File: src/rtl/shift_frame_serializer.sv
// ---------------------------------------------------------------------------
// shift_frame_serializer
//
// Parallel-to-serial front end for a bidirectional shift register. A word of
// N bits is accepted over a valid/ready handshake. It is then sent one bit per
// clock on ser_data, and ser_dir gives the direction the downstream register
// must shift in. After a full frame, the downstream register holds the word
// in its original bit order.
//
// Optional feature macro: SERIALIZER_PARITY_EN
//   When this macro is defined, one even-parity bit follows the data bits. The
//   downstream register must then be N+1 bits wide.
//
// Parameters
//   N    word width in bits (>= 2)
//   GAP  idle cycles after each frame (0 allowed)
//
// Ports
//   CLK         rising-edge clock
//   RST         synchronous active-high reset
//   in_valid    upstream word present on in_data / in_dir
//   in_ready    block can accept a word this cycle
//   in_data     word to serialize
//   in_dir      1 = right shift downstream (LSB first), 0 = left (MSB first)
//   ser_data    serial bit (registered, holds when ser_en = 0)
//   ser_dir     downstream direction (registered)
//   ser_en      ser_data carries a valid shift bit this cycle
//   frame_done  one-cycle pulse on the last bit of a frame
//   busy        block is not idle
// ---------------------------------------------------------------------------
module shift_frame_serializer #(
    parameter int N   = 4,
    parameter int GAP = 1
) (
    input  logic         CLK,
    input  logic         RST,
    input  logic         in_valid,
    output logic         in_ready,
    input  logic [N-1:0] in_data,
    input  logic         in_dir,
    output logic         ser_data,
    output logic         ser_dir,
    output logic         ser_en,
    output logic         frame_done,
    output logic         busy
);

    localparam int CW = $clog2(N + 1);
    localparam int GW = (GAP > 1) ? $clog2(GAP) : 1;
    localparam bit HAS_GAP = (GAP > 0);

`ifdef SERIALIZER_PARITY_EN
    typedef enum logic [1:0] {ST_IDLE, ST_SHIFT, ST_PARITY, ST_GAP} state_t;
`else
    typedef enum logic [1:0] {ST_IDLE, ST_SHIFT, ST_GAP} state_t;
`endif

    state_t          state_q, state_d;
    logic [CW-1:0]   cnt_q, cnt_d;
    logic [GW-1:0]   gap_q, gap_d;
    logic [N-1:0]    shadow_q, shadow_d;
    logic            dir_q, dir_d;
    logic            data_q, data_d;
    logic            en_q, en_d;
    logic            done_q, done_d;
    logic            handshake_s;

    // Bit sent at position pos of the frame, for the given direction.
    function automatic logic bit_at(input logic [N-1:0] w, input logic d,
                                    input logic [CW-1:0] pos);
        logic [N-1:0] t;
        int           idx;
        idx = d ? int'(pos) : (N - 1 - int'(pos));
        t   = w >> idx;
        return t[0];
    endfunction

    // Even parity over all data bits.
    function automatic logic even_parity(input logic [N-1:0] w);
        return ^w;
    endfunction

    assign in_ready    = (state_q == ST_IDLE) && !RST;
    assign handshake_s = in_valid && in_ready;

    assign ser_data    = data_q;
    assign ser_dir     = dir_q;
    assign ser_en      = en_q;
    assign frame_done  = done_q;
    assign busy        = (state_q != ST_IDLE);

    // Next-state and next-output computation.
    // Outputs are computed one edge early, so the bit for a given cycle is
    // already registered when that cycle begins.
    always_comb begin
        state_d  = state_q;
        cnt_d    = cnt_q;
        gap_d    = gap_q;
        shadow_d = shadow_q;
        dir_d    = dir_q;
        data_d   = data_q;
        en_d     = 1'b0;
        done_d   = 1'b0;
        case (state_q)
            ST_IDLE: begin
                if (handshake_s) begin
                    state_d  = ST_SHIFT;
                    cnt_d    = {CW{1'b0}};
                    shadow_d = in_data;
                    dir_d    = in_dir;
                    data_d   = bit_at(in_data, in_dir, {CW{1'b0}});
                    en_d     = 1'b1;
                end else begin
                    state_d = ST_IDLE;
                end
            end
            ST_SHIFT: begin
                if (cnt_q == CW'(N - 1)) begin
                    cnt_d = {CW{1'b0}};
`ifdef SERIALIZER_PARITY_EN
                    state_d = ST_PARITY;
                    data_d  = even_parity(shadow_q);
                    en_d    = 1'b1;
                    done_d  = 1'b1;
`else
                    gap_d = {GW{1'b0}};
                    if (HAS_GAP) begin
                        state_d = ST_GAP;
                    end else begin
                        state_d = ST_IDLE;
                    end
`endif
                end else begin
                    cnt_d  = cnt_q + {{(CW-1){1'b0}}, 1'b1};
                    data_d = bit_at(shadow_q, dir_q, cnt_d);
                    en_d   = 1'b1;
`ifdef SERIALIZER_PARITY_EN
                    done_d = 1'b0;
`else
                    // The pulse lands on the cycle that carries the last data bit.
                    done_d = (cnt_q == CW'(N - 2));
`endif
                end
            end
`ifdef SERIALIZER_PARITY_EN
            ST_PARITY: begin
                gap_d = {GW{1'b0}};
                if (HAS_GAP) begin
                    state_d = ST_GAP;
                end else begin
                    state_d = ST_IDLE;
                end
            end
`endif
            ST_GAP: begin
                if (gap_q == GW'(GAP - 1)) begin
                    gap_d   = {GW{1'b0}};
                    state_d = ST_IDLE;
                end else begin
                    gap_d = gap_q + {{(GW-1){1'b0}}, 1'b1};
                end
            end
            default: begin
                state_d = ST_IDLE;
                cnt_d   = {CW{1'b0}};
                gap_d   = {GW{1'b0}};
            end
        endcase
    end

    // State and output registers. Reset aborts any frame and drops the shadow word.
    always_ff @(posedge CLK) begin
        if (RST) begin
            state_q  <= ST_IDLE;
            cnt_q    <= {CW{1'b0}};
            gap_q    <= {GW{1'b0}};
            shadow_q <= {N{1'b0}};
            dir_q    <= 1'b0;
            data_q   <= 1'b0;
            en_q     <= 1'b0;
            done_q   <= 1'b0;
        end else begin
            state_q  <= state_d;
            cnt_q    <= cnt_d;
            gap_q    <= gap_d;
            shadow_q <= shadow_d;
            dir_q    <= dir_d;
            data_q   <= data_d;
            en_q     <= en_d;
            done_q   <= done_d;
        end
    end

endmodule

File: config.mk
export PLATFORM = sky130hd
export DESIGN_NAME = shift_frame_serializer
export DESIGN_NICKNAME = d
export VERILOG_FILES = /design/src/rtl/shift_frame_serializer.sv
export SDC_FILE = /design/constraint.sdc
export NUM_CORES = 1
export LEC_CHECK = 0
export CORE_UTILIZATION = 30
export DETAILED_ROUTE_END_ITERATION = 7
export GPL_TIMING_DRIVEN = 0
export PLACE_DENSITY = 0.47
export SLEW_MARGIN = 20
export SYNTH_ARGS = -nofsm -noshare
export SYNTH_HDL_FRONTEND = slang
export SYNTH_SLANG_ARGS = --single-unit
File: constraint.sdc
create_clock -name CLK -period 2.8 [get_ports CLK]
set_input_delay 0.7 -clock CLK [delete_from_list [all_inputs] [get_ports CLK]]
set_output_delay 0.7 -clock CLK [all_outputs]
set_load 0.05 [all_outputs]
== Yosys cells after proc, flatten, opt, wreduce, memory -nomap -nowiden ==
Cells that the tools add are included.

* Flip-flop bits (word level): 14
* Bits of input ports: 8
* Output and inout bits: 6
* Logic and storage cells: 54

* Add/subtract/negate cells: 3
* Equal/unequal tests: 8
* Shift-type cells: 2
* Muxes and demuxes: 18
* Bitwise logic cells: 3
* Reduce and logical (&&, ||, !) cells: 12

{| class="wikitable"
|+ Operators by type and width
! kind !! count
|-
| two-way mux 32 bit || 1
|-
| right shift 4 x 32 -> 1 bit || 1
|-
| case mux 3 bit (3 select lines) || 1
|-
| inequality test 2 bit, second input constant || 4
|-
| AND reduction 2 bit || 4
|-
| two-way mux 1 bit || 7
|-
| equality test 3 x 2 -> 1 bit, second input constant || 2
|-
| two-way mux 2 bit || 3
|-
| two-way mux 3 bit || 2
|-
| case mux 2 bit (3 select lines) || 1
|-
| case mux 1 bit (2 select lines) || 2
|-
| nonzero test 2 bit || 2
|-
| right shift 4 x 2 -> 1 bit || 1
|-
| subtractor 2 x 3 -> 4 bit, first input constant || 1
|-
| adder 3 x 1 -> 3 bit, second input constant || 1
|-
| NOT 1 bit || 3
|-
| case mux 1 bit (3 select lines) || 1
|-
| AND reduction 3 bit || 1
|-
| OR reduction 3 bit || 1
|-
| equality test 2 x 1 -> 1 bit, second input constant || 1
|-
| equality test 2 bit, second input constant || 1
|-
| logical AND 1 bit || 2
|-
| logical NOT 2 bit || 1
|-
| adder 1 bit, second input constant || 1
|-
| logical NOT 1 bit || 1
|}

== Longest topological paths before layout ==
Gate-level depths: netlist (run 1).

* Word-level depth: 6
* Gate-level depth with buffers: 8
* Depth with buffers taken out: 6

== Least setup slack after synthesis (run 1) ==
No wires, ideal clock.

* Path kind: input-to-output
* From: input port RST
* To: output port in_ready
* Arrival time: 1.547 ns
* Required time: 2.100 ns
* Path slack: 0.553 ns
* Cell stages on the path: 2
* Buffers on the path: 1
* Cells stage by stage: clkbuf_1 > nor2_1

* Longest elaborated chain between the ends: 2

{| class="wikitable"
|+ Ends and longest elaborated chain
! what !! line !! text
|-
| start: declaration || 36 || <nowiki>input logic RST,</nowiki>
|-
| logical NOT 1 bit || 83 || <nowiki>assign in_ready = (state_q == ST_IDLE) && !RST;</nowiki>
|-
| logical AND 1 bit || 83 ||
|-
| end: declaration || 38 || <nowiki>output logic in_ready,</nowiki>
|}

Every way passes these cells.

== Final worst setup path (run 1) ==
Same ends and word-level chain as after synthesis.

==> results.md, run 1 <==
* Status: finished, final reports clean
* DRT Wirelength at 1410 um
* Synth cell types at 26
* Max Cap Violations at 0
* Vias in the first global route at 550
* Sw Share at 0.294
* Worst vdd ir at 0.301 mV
* P_int at 288 uW
* Worst-Skew Late Latency at 0.27 ns
* Worst reg2reg path endpoint: ser_data$_SDFFE_PP0P_
* Initial Util at 0.332
* ANT nets after route at 0
* Crit Reg-Reg Startpoint: cnt_q[0]$_SDFFE_PP0P_
* Final Skew at ~0.0035 ns
* CTS Buffer Depth at 2
* Total power at 408 uW
* Overall Global Routing Usage at 0.137
* Fmax at 388 MHz
* Routed WL per cell at 11.5 um
* Setup tns final at 0 ns
* Buf/Inv on CP at 3
* Port-buffer cells at 13
* Mean Syn Cell Area at just under 9 um^2
* CP endpoint kind: output port
* EDFF count, synth at 0
* Sequential area share after synthesis at 0.380
* Fin nets at 109
* Grt ovf at 0
* Commonest non-fill, non-tap cells in the layout: dfxtp_1, clkdlybuf4s50_1, nand2_1, inv_1, nor2_1
* Via density at 4.77
* Yosys reg bits at 13
* Htree depth at 1
* Power density cells at 467 mW/mm^2
* Filler cell count at 227
* Crit Path Class: primary input to output port
* Max stage delay on crit path at 0.55 ns
* CTS hold repair buffers at 0
* Sequential Power Share at 0.503
* Slew @ Worst Pin at slightly below 0.5 ns
* Critical path required time at 2.10 ns
* DRC Markers at 0
* Setup crit start kind: primary input
* Hold Vio Cnt, Final at 0
* Yosys warns at 0
* Core area at 0.00206 mm^2
* Pin count of the biggest net entering global routing at 11
* RSZ-0062 raised after global routing: false
* Sink Count at 13
* DR vias at about 600
* Final Cycle Share at 0.920
* DRT iter0 DRCs at 8
* Leak at 0.347 nW
* Initial DRT Pass Iterations at 3
* P_sw at 120 uW
* Die width at 49.8 um
* Clock-pin slew on the worst setup and hold paths at 0.08 ns
* Worst hold start: shadow_q[0]$_SDFFE_PP0P_
* Delay-heaviest family, CP: buffers and inverters
* Antenna Cells at 0
* Root Buffer: clkbuf_4
* TritonCTS clock tree: built
* Cells on worst reg2reg path at 8
* Fin Hold WS at 0.489 ns
* Max_slew headroom at 0.671
* Top_reg_cell synth: dfxtp_1
* CP max stage cell: clkdlybuf4s50_1
* Comb pwr share at 0.214
* Cts bufs inserted at 3
* Row count at 16
* Crit path DAT at roughly 1.9 ns
* Clk pwr share at 0.283
* Dpl hpwl at 1100 um
* Max FO, Critical Path at 10
* Post-CTS Setup Inserts at 0
* Antenna violations before repair at 0
* Share of layout cells above drive strength 1 at 0.0938
* Post-Syn Area at between 600 and 700 um^2
* Worst Hold Class: register to register
* Critical path cell sequence: clkdlybuf4s50_1 -> clkbuf_4 -> nor2_1 -> buf_2
* Hold Path Sink: shadow_q[0]$_SDFFE_PP0P_
* Design area at 873 um^2
* Instance area at placement at 848 um^2
* Die H at 49.8 um
* Synthesized Nets at 91
* Ports at 14
* Hold Crit Depth at 2
* First-pass GRT wire length at between 2000 and 2500 um
* R2R setup slack at 0.76 ns
* Post-layout min period at 2.58 ns
* Post-Syn Instances at 79
* Final Non-Filler Cells at around 120
* Max-slew violations at 0
* Setup-failing EPs final at 0
* Die ar. at ~0.0025 mm^2
* P&R area growth vs syn at 27.6%
* Asr flop ratio synth at 0
* Most common cell after layout, fill and taps aside: dfxtp_1
* DP Cell Count at 119
* Final Wtd Congestion at 0.749
[synthesized netlist by cell type (2+ instances only)]
cell type	instances	area, um^2
dfxtp_1	13	260
nand2_1	9	33.8
inv_1	6	22.5
nor2_1	6	22.5
a21oi_1	5	25.0
nand2b_1	5	31.3
o21ai_1	5	25.0
ha_1	4	50.1
clkbuf_1	3	11.3
mux2i_1	3	30.0
nand4b_1	3	26.3
nand4_1	2	12.5
nor4_1	2	12.5
[cells by family (layout without fill, tap and decap cells)]
logic type | after synthesis | after routing | share of synthesized area
AND/OR/NAND/NOR | 35 | 35 | 0.329
AO/OA/AOI/OAI | 14 | 14 | 0.117
flip-flops | 13 | 13 | 0.380
buffers and inverters | 10 | 27 | 0.0567
adder cells (fa/ha/maj) | 4 | 4 | 0.0731
multiplexers | 3 | 3 | 0.0439
[power groups by stage]
stage / Sequential [mW] / Combinational [mW] / Clock (mW)
4_1_cts: 0.206 / 0.0888 / 0.123
3_3_place_gp: 0.210 / 0.0881 / 0
6_report: 0.205 / 0.0873 / 0.115
5_1_grt: 0.207 / 0.0954 / 0.135
2_1_floorplan: 0.221 / 0.0443 / 0
3_5_place_dp: 0.210 / 0.0886 / 0
[worst reg2reg max path: stages, from the launching register on]
cell and delay (ns):
dfxtp_1 0.34, clkbuf_1 0.29, inv_1 0.10, ha_1 0.28, clkbuf_1 0.26, mux2i_1 0.22, nor3_1 0.06, nor4_1 0.29
nor4_1 0.08
[repair_timing]
action,CTS,global route
endpoints found under the setup margin,1,1
hold endpoints to repair,0,0
resized for setup,4,4
[worst max path at each step]
stage               from        to  depth (start not counted)
floorplan            RST  in_ready                          2
global placement     RST  in_ready                          4
detailed placement   RST  in_ready                          4
CTS                  RST  in_ready                          4
global route         RST  in_ready                          4
finish               RST  in_ready                          4
[flip-flops by register name, indices dropped and copies added (netlist names)]
| register | cells |
|---|---|
| shadow_q | 4 |
| ser_dir | 1 |
| cnt_q | 3 |
| state_q | 2 |
| ser_en | 1 |
| frame_done | 1 |
| ser_data | 1 |
[area by class of cell]
cell class                 instances  area [um^2]  area share
tap                               27         33.8      0.0387
inverter                           6         22.5      0.0258
timing repair buffer              13          125       0.143
multi-input combinational         56          385       0.441
clock buffer                       4         26.3      0.0301
sequential                        13          260       0.298
buffer                             4         20.0      0.0229
[layer usage]
layer | vias to the layer above | global-route usage | share of wire
li1 | 310 | - | -
met1 | 264 | 0.163 | 0.48
met2 | 11 | 0.223 | 0.47
met3 | 2 | 0.0556 | 0.040
met4 | 0 | 0.0429 | 0.0085
met5 | - | 0 | 0
[metrics by stage]
step	util	setup WS [ns]
2_1_floorplan	-	0.553
3_3_place_gp	0.411	-0.445
3_5_place_dp	0.411	-0.460
4_1_cts	0.425	0.0452
5_1_grt	0.424	0.107
6_report	0.424	0.223
No activity file was read; power rests on OpenSTA's default activity.
==> run 2, diff against run 1 <==
Settings changed: CORE_MARGIN set to 1.5.
Clock period 2.8 ns to 3.05 ns, I/O delays scaled along.
==> results.md, run 2 (synthesized netlist as in run 1, its figures left out) <==
* Max_slew headroom at 0.671 (about the same)
* Final worst slack at 0.0859 ns (was 0.223 ns)
* Die ar. at 0.00258 mm^2 (was 0.00248 mm^2)
* Pin count of the biggest net entering global routing at 11 (unchanged)
* DRT Wirelength at 1370 um (was 1410 um)
* Clock-pin slew on the worst setup and hold paths at 0.08 ns (about the same)
* Fin nets at 109 (unchanged)
* Crit Path Class: primary input to output port (unchanged)
* Max FFs per register at 4 (unchanged)
* Hold Crit Depth at 2 (unchanged)
* PostCTS Resize Cnt at 2 (was 4)
* Vias in the first global route at 574 (was 550)
* Most common cell after layout, fill and taps aside: dfxtp_1 (unchanged)
* Worst reg2reg path endpoint: ser_data$_SDFFE_PP0P_ (unchanged)
* CP endpoint kind: output port (unchanged)
* Final Cycle Share at 0.972
* Share of layout cells above drive strength 1 at 0.0833 (was 0.0938)
* Status: finished, final reports clean (unchanged)
* Setup tns final at 0 ns (unchanged)
* Crit path DAT at 2.20 ns (was 1.88 ns)
* Root Buffer: clkbuf_4 (unchanged)
* TritonCTS clock tree: built (unchanged)
* Initial Util at 0.312 (was 0.332)
* Final Skew at 0.000208 ns (was 0.00350 ns)
* Via density at 4.86 (was 4.77)
* Total power at 375 uW (was 408 uW)
* Initial DRT Pass Iterations at 4 (was 3)
* Biggest registers after layout: shadow_q (4), cnt_q (3), state_q (2) (unchanged)
* Setup-failing EPs final at 0 (unchanged)
* Ports at 14 (unchanged)
* Crit Reg-Reg Startpoint: cnt_q[0]$_SDFFE_PP0P_ (unchanged)
* Final Wtd Congestion at 0.735 (was 0.749)
* Row count at 17 (was 16)
* CTS Buffer Depth at 2 (unchanged)
* P&R area growth vs syn at 28.2% (was 27.6%)
* Fin Hold WS at 0.488 ns (was 0.489 ns)
* DR vias at 603 (was 587)
* R2R setup slack at 1.02 ns (was 0.76 ns)
* Hold Vio Cnt, Final at 0 (unchanged)
* Overall Global Routing Usage at 0.132 (was 0.137)
* First-pass GRT wire length at 2490 um (unchanged)
* Sink Count at 13 (unchanged)
* Hold Path Sink: shadow_q[0]$_SDFFE_PP0P_ (unchanged)
* Die width at 50.8 um (was 49.8 um)
* CTS hold repair buffers at 0 (unchanged)
* Place WS at -0.305 ns (was -0.460 ns)
* Die H at 50.8 um (was 49.8 um)
* Htree depth at 1 (unchanged)
* Fmax at 337 MHz
* Power density cells at 428 mW/mm^2 (was 467 mW/mm^2)
* Leak at 0.347 nW (about the same)
* ANT nets after route at 0 (unchanged)
* Cts bufs inserted at 3 (unchanged)
* Worst-Skew Late Latency at 0.27 ns (about the same)
* Max FO, Critical Path at 10 (unchanged)
* Routed WL per cell at 11.1 um (was 11.5 um)
* Post-CTS Setup Inserts at 0 (unchanged)
* Dpl hpwl at 1050 um (was 1100 um)
* RSZ-0062 raised after global routing: false (unchanged)
* Largest Register: shadow_q (unchanged)
* Slew @ Worst Pin at 0.493 ns (was 0.492 ns)
* DRC Markers at 0 (unchanged)
* Critical path required time at 2.29 ns (was 2.10 ns)
* Max-slew violations at 0 (unchanged)
* Antenna Cells at 0 (unchanged)
* Filler cell count at 242 (was 227)
* Core area at 0.00219 mm^2 (was 0.00206 mm^2)
* Commonest non-fill, non-tap cells in the layout: dfxtp_1, clkdlybuf4s50_1, nand2_1, inv_1, nor2_1 (unchanged)
* Cells on worst reg2reg path at 8 (unchanged)
* Post-layout min period at 2.96 ns
* DRT iter0 DRCs at 4 (was 8)
* Port-buffer cells at 13 (unchanged)
* Grt ovf at 0 (unchanged)
* Worst vdd ir at 0.305 mV (was 0.301 mV)
* Setup crit start kind: primary input (unchanged)
* Antenna violations before repair at 0 (unchanged)
* Worst hold start: shadow_q[0]$_SDFFE_PP0P_ (unchanged)
* Worst Hold Class: register to register (unchanged)
* Max Cap Violations at 0 (unchanged)
## run 2: cell count changes in the layout (fill, tap and decap cells not counted)
| cell | before | now |
|---|---|---|
| clkbuf_4 | 4 | 3 |
| clkbuf_2 | 0 | 1 |
| buf_2 | 2 | 1 |
| clkdlybuf4s15_1 | 0 | 1 |
## run 2: worst max path at each step
stage          start        to  slack, ns  cells past startpoint
2_1_floorplan    RST  in_ready       0.68                      2
3_3_place_gp     RST  in_ready      -0.30                      4
3_5_place_dp     RST  in_ready      -0.30                      4
4_1_cts          RST  in_ready       0.06                      4
5_1_grt          RST  in_ready      0.009                      4
6_report         RST  in_ready       0.09                      4
## run 2: final cells by class
class | count | area, um^2 | area share
plain buffers | 4 | 17.5 | 0.0200
clock buffers | 4 | 26.3 | 0.0300
flip-flops and latches | 13 | 260 | 0.297
well taps | 28 | 35.0 | 0.0399
repair buffers | 13 | 130 | 0.148
multi-input cells | 56 | 385 | 0.439
inverters | 6 | 22.5 | 0.0257
## run 2: routing by layer
metal | global-route usage | part of all wire | vias to the layer above
met5 | 0 | 0 | -
met4 | 0.0405 | 0.0095 | 0
met3 | 0.0536 | 0.048 | 2
met2 | 0.217 | 0.47 | 12
met1 | 0.156 | 0.47 | 278
li1 | - | - | 311
## run 2: where the power goes
group          internal [mW]  switching, mW  total [mW]
Combinational         0.0349         0.0455      0.0804
Sequential             0.179        0.00904       0.188
Clock                 0.0506         0.0557       0.106
## run 2: per-stage QoR
stage | utilization | cell area, um^2 | cells
3_3_place_gp | 0.388 | 850 | 120
5_1_grt | 0.400 | 877 | 124
4_1_cts | 0.400 | 876 | 124
3_5_place_dp | 0.388 | 850 | 120
2_1_floorplan | - | 684 | 79
6_report | 0.400 | 877 | 124
## run 2: critical path, cell delays in order
cell	delay, ns
clkdlybuf4s50_1	0.63
clkbuf_2	0.29
nor2_1	0.07
clkdlybuf4s15_1	0.45
==> run 3, diff against run 2 <==
--- a/constraint.sdc
+++ b/constraint.sdc
@@ -3,2 +3,2 @@
 set_output_delay 0.7625 -clock CLK [all_outputs]
-set_load 0.05 [all_outputs]
+set_load 0.1 [all_outputs]
==> results.md, run 3 (synthesized netlist as in run 1, its figures left out) <==
* Max FFs per register at 4 (unchanged)
* Via density at 4.86 (unchanged)
* Most common cell after layout, fill and taps aside: dfxtp_1 (unchanged)
* Biggest registers after layout: shadow_q (4), cnt_q (3), state_q (2) (unchanged)
* Critical path required time at 2.29 ns (about the same)
* Clock-pin slew on the worst setup and hold paths at 0.08 ns (about the same)
* Sink Count at 13 (unchanged)
* Initial Util at 0.312 (unchanged)
* CTS hold repair buffers at 0 (unchanged)
* Htree depth at 1 (unchanged)
* Final Non-Filler Cells at 124 (unchanged)
* DR vias at 603 (unchanged)
* Port-buffer cells at 13 (unchanged)
* Die H at 50.8 um (unchanged)
* Die width at 50.8 um (unchanged)
* Final Skew at 0.000208 ns (unchanged)
* Fmax at 346 MHz (was 337 MHz)
* P&R area growth vs syn at 27.4% (was 28.2%)
* Final Cycle Share at 0.946 (was 0.972)
* Status: finished, final reports clean (unchanged)
* Cts bufs inserted at 3 (unchanged)
* Worst-Skew Late Latency at 0.27 ns (about the same)
* Grt ovf at 0 (unchanged)
* Post-CTS Setup Inserts at 0 (unchanged)
* Root Buffer: clkbuf_4 (unchanged)
* Pin count of the biggest net entering global routing at 11 (unchanged)
* Max_slew headroom at 0.355 (was 0.671)
* Setup crit start kind: primary input (unchanged)
* DP Cell Count at 120 (unchanged)
* Row count at 17 (unchanged)
* Ports at 14 (unchanged)
* Die ar. at 0.00258 mm^2 (unchanged)
* TritonCTS clock tree: built (unchanged)
* Worst Hold Class: register to register (unchanged)
* Max Cap Violations at 0 (unchanged)
* Leak at 0.347 nW (about the same)
* ANT nets after route at 0 (unchanged)
* CTS Buffer Depth at 2 (unchanged)
* CP endpoint kind: output port (unchanged)
* Final Wtd Congestion at 0.735 (unchanged)
* DRT iter0 DRCs at 4 (unchanged)
* Overall Global Routing Usage at 0.132 (unchanged)
* Share of layout cells above drive strength 1 at 0.0938 (was 0.0833)
* RSZ-0062 raised after global routing: false (unchanged)
* Fin nets at 109 (unchanged)
* Core area at 0.00219 mm^2 (unchanged)
* Antenna violations before repair at 0 (unchanged)
* Post-layout min period at 2.89 ns (was 2.96 ns)
* Commonest non-fill, non-tap cells in the layout: dfxtp_1, clkdlybuf4s50_1, nand2_1, inv_1, nor2_1 (unchanged)
* DRT Wirelength at 1370 um (about the same)
* Routed WL per cell at 11.1 um (about the same)
* Antenna Cells at 0 (unchanged)
* Hold Vio Cnt, Final at 0 (unchanged)
* Power density cells at 454 mW/mm^2 (was 428 mW/mm^2)
* Dpl hpwl at 1050 um (unchanged)
* Slew @ Worst Pin at 0.964 ns (was 0.493 ns)
* Largest Register: shadow_q (unchanged)
* Max-slew violations at 0 (unchanged)
* Vias in the first global route at 574 (unchanged)
* Fin Hold WS at 0.488 ns (unchanged)
* Crit path DAT at 2.12 ns (was 2.20 ns)
* Worst vdd ir at 0.309 mV (was 0.305 mV)
* Setup-failing EPs final at 0 (unchanged)
* First-pass GRT wire length at 2490 um (unchanged)
* DRC Markers at 0 (unchanged)
* Crit Path Class: primary input to output port (unchanged)
* Max FO, Critical Path at 10 (unchanged)
* Initial DRT Pass Iterations at 4 (unchanged)
## run 3: cell types whose count changed in the layout (fill, tap and decap cells not counted), sizes merged
cell / change
buf: +1
clkdlybuf4s15: -1
## run 3: layer usage
layer	global-route usage	vias up	part of all wire
li1	-	311	-
met1	0.156	278	0.48
met2	0.217	12	0.47
met3	0.0536	2	0.048
met4	0.0405	0	0.0095
met5	0	-	0
## run 3: timing repair
item,4_1_cts,5_1_grt
setup endpoints to repair,1,1
gates cloned,0,0
resized for setup,4,2
hold endpoints to repair,0,0
## run 3: layout make-up
| class | count | area, um^2 |
|---|---|---|
| Tap cell | 28 | 35.0 |
| Timing Repair Buffer | 13 | 125 |
| Sequential cell | 13 | 260 |
| Multi-Input combinational cell | 56 | 385 |
| Buffer | 4 | 17.5 |
| Fill cell | 243 | 1320 |
| Inverter | 6 | 22.5 |
| Clock buffer | 4 | 26.3 |
## run 3: path summary, 6_finish.rpt
kind / startpoint / end / slack [ns] / cells after the start
max: RST / in_ready / 0.16 / 4
min: shadow_q[0]$_SDFFE_PP0P_ / shadow_q[0]$_SDFFE_PP0P_ / 0.49 / 2
max reg2reg: cnt_q[0]$_SDFFE_PP0P_ / ser_data$_SDFFE_PP0P_ / 1.02 / 8
min reg2reg: shadow_q[0]$_SDFFE_PP0P_ / shadow_q[0]$_SDFFE_PP0P_ / 0.49 / 2
## run 3: power breakdown
part           switching, mW  internal (mW)
clock                 0.0557         0.0506
sequential           0.00904          0.179
combinational         0.0666         0.0344
## run 3: through the flow
| step | cell area [um^2] | setup WS [ns] | TNS, ns | utilization | total power, mW |
|---|---|---|---|---|---|
| after global placement | 850 | -0.586 | -0.586 | 0.388 | 0.295 |
| after global routing | 872 | 0.0921 | 0 | 0.398 | 0.421 |
| after detailed placement | 850 | -0.601 | -0.601 | 0.388 | 0.295 |
| final | 872 | 0.163 | 0 | 0.398 | 0.396 |
| after CTS | 878 | 0.0268 | 0 | 0.401 | 0.407 |
| after floorplan | 684 | 0.0376 | 0 | - | 0.265 |
## run 3: worst max-delay path, stage by stage
cell and delay (ns):
clkdlybuf4s50_1 0.55, clkbuf_2 0.26, nor2_1 0.12, buf_2 0.43
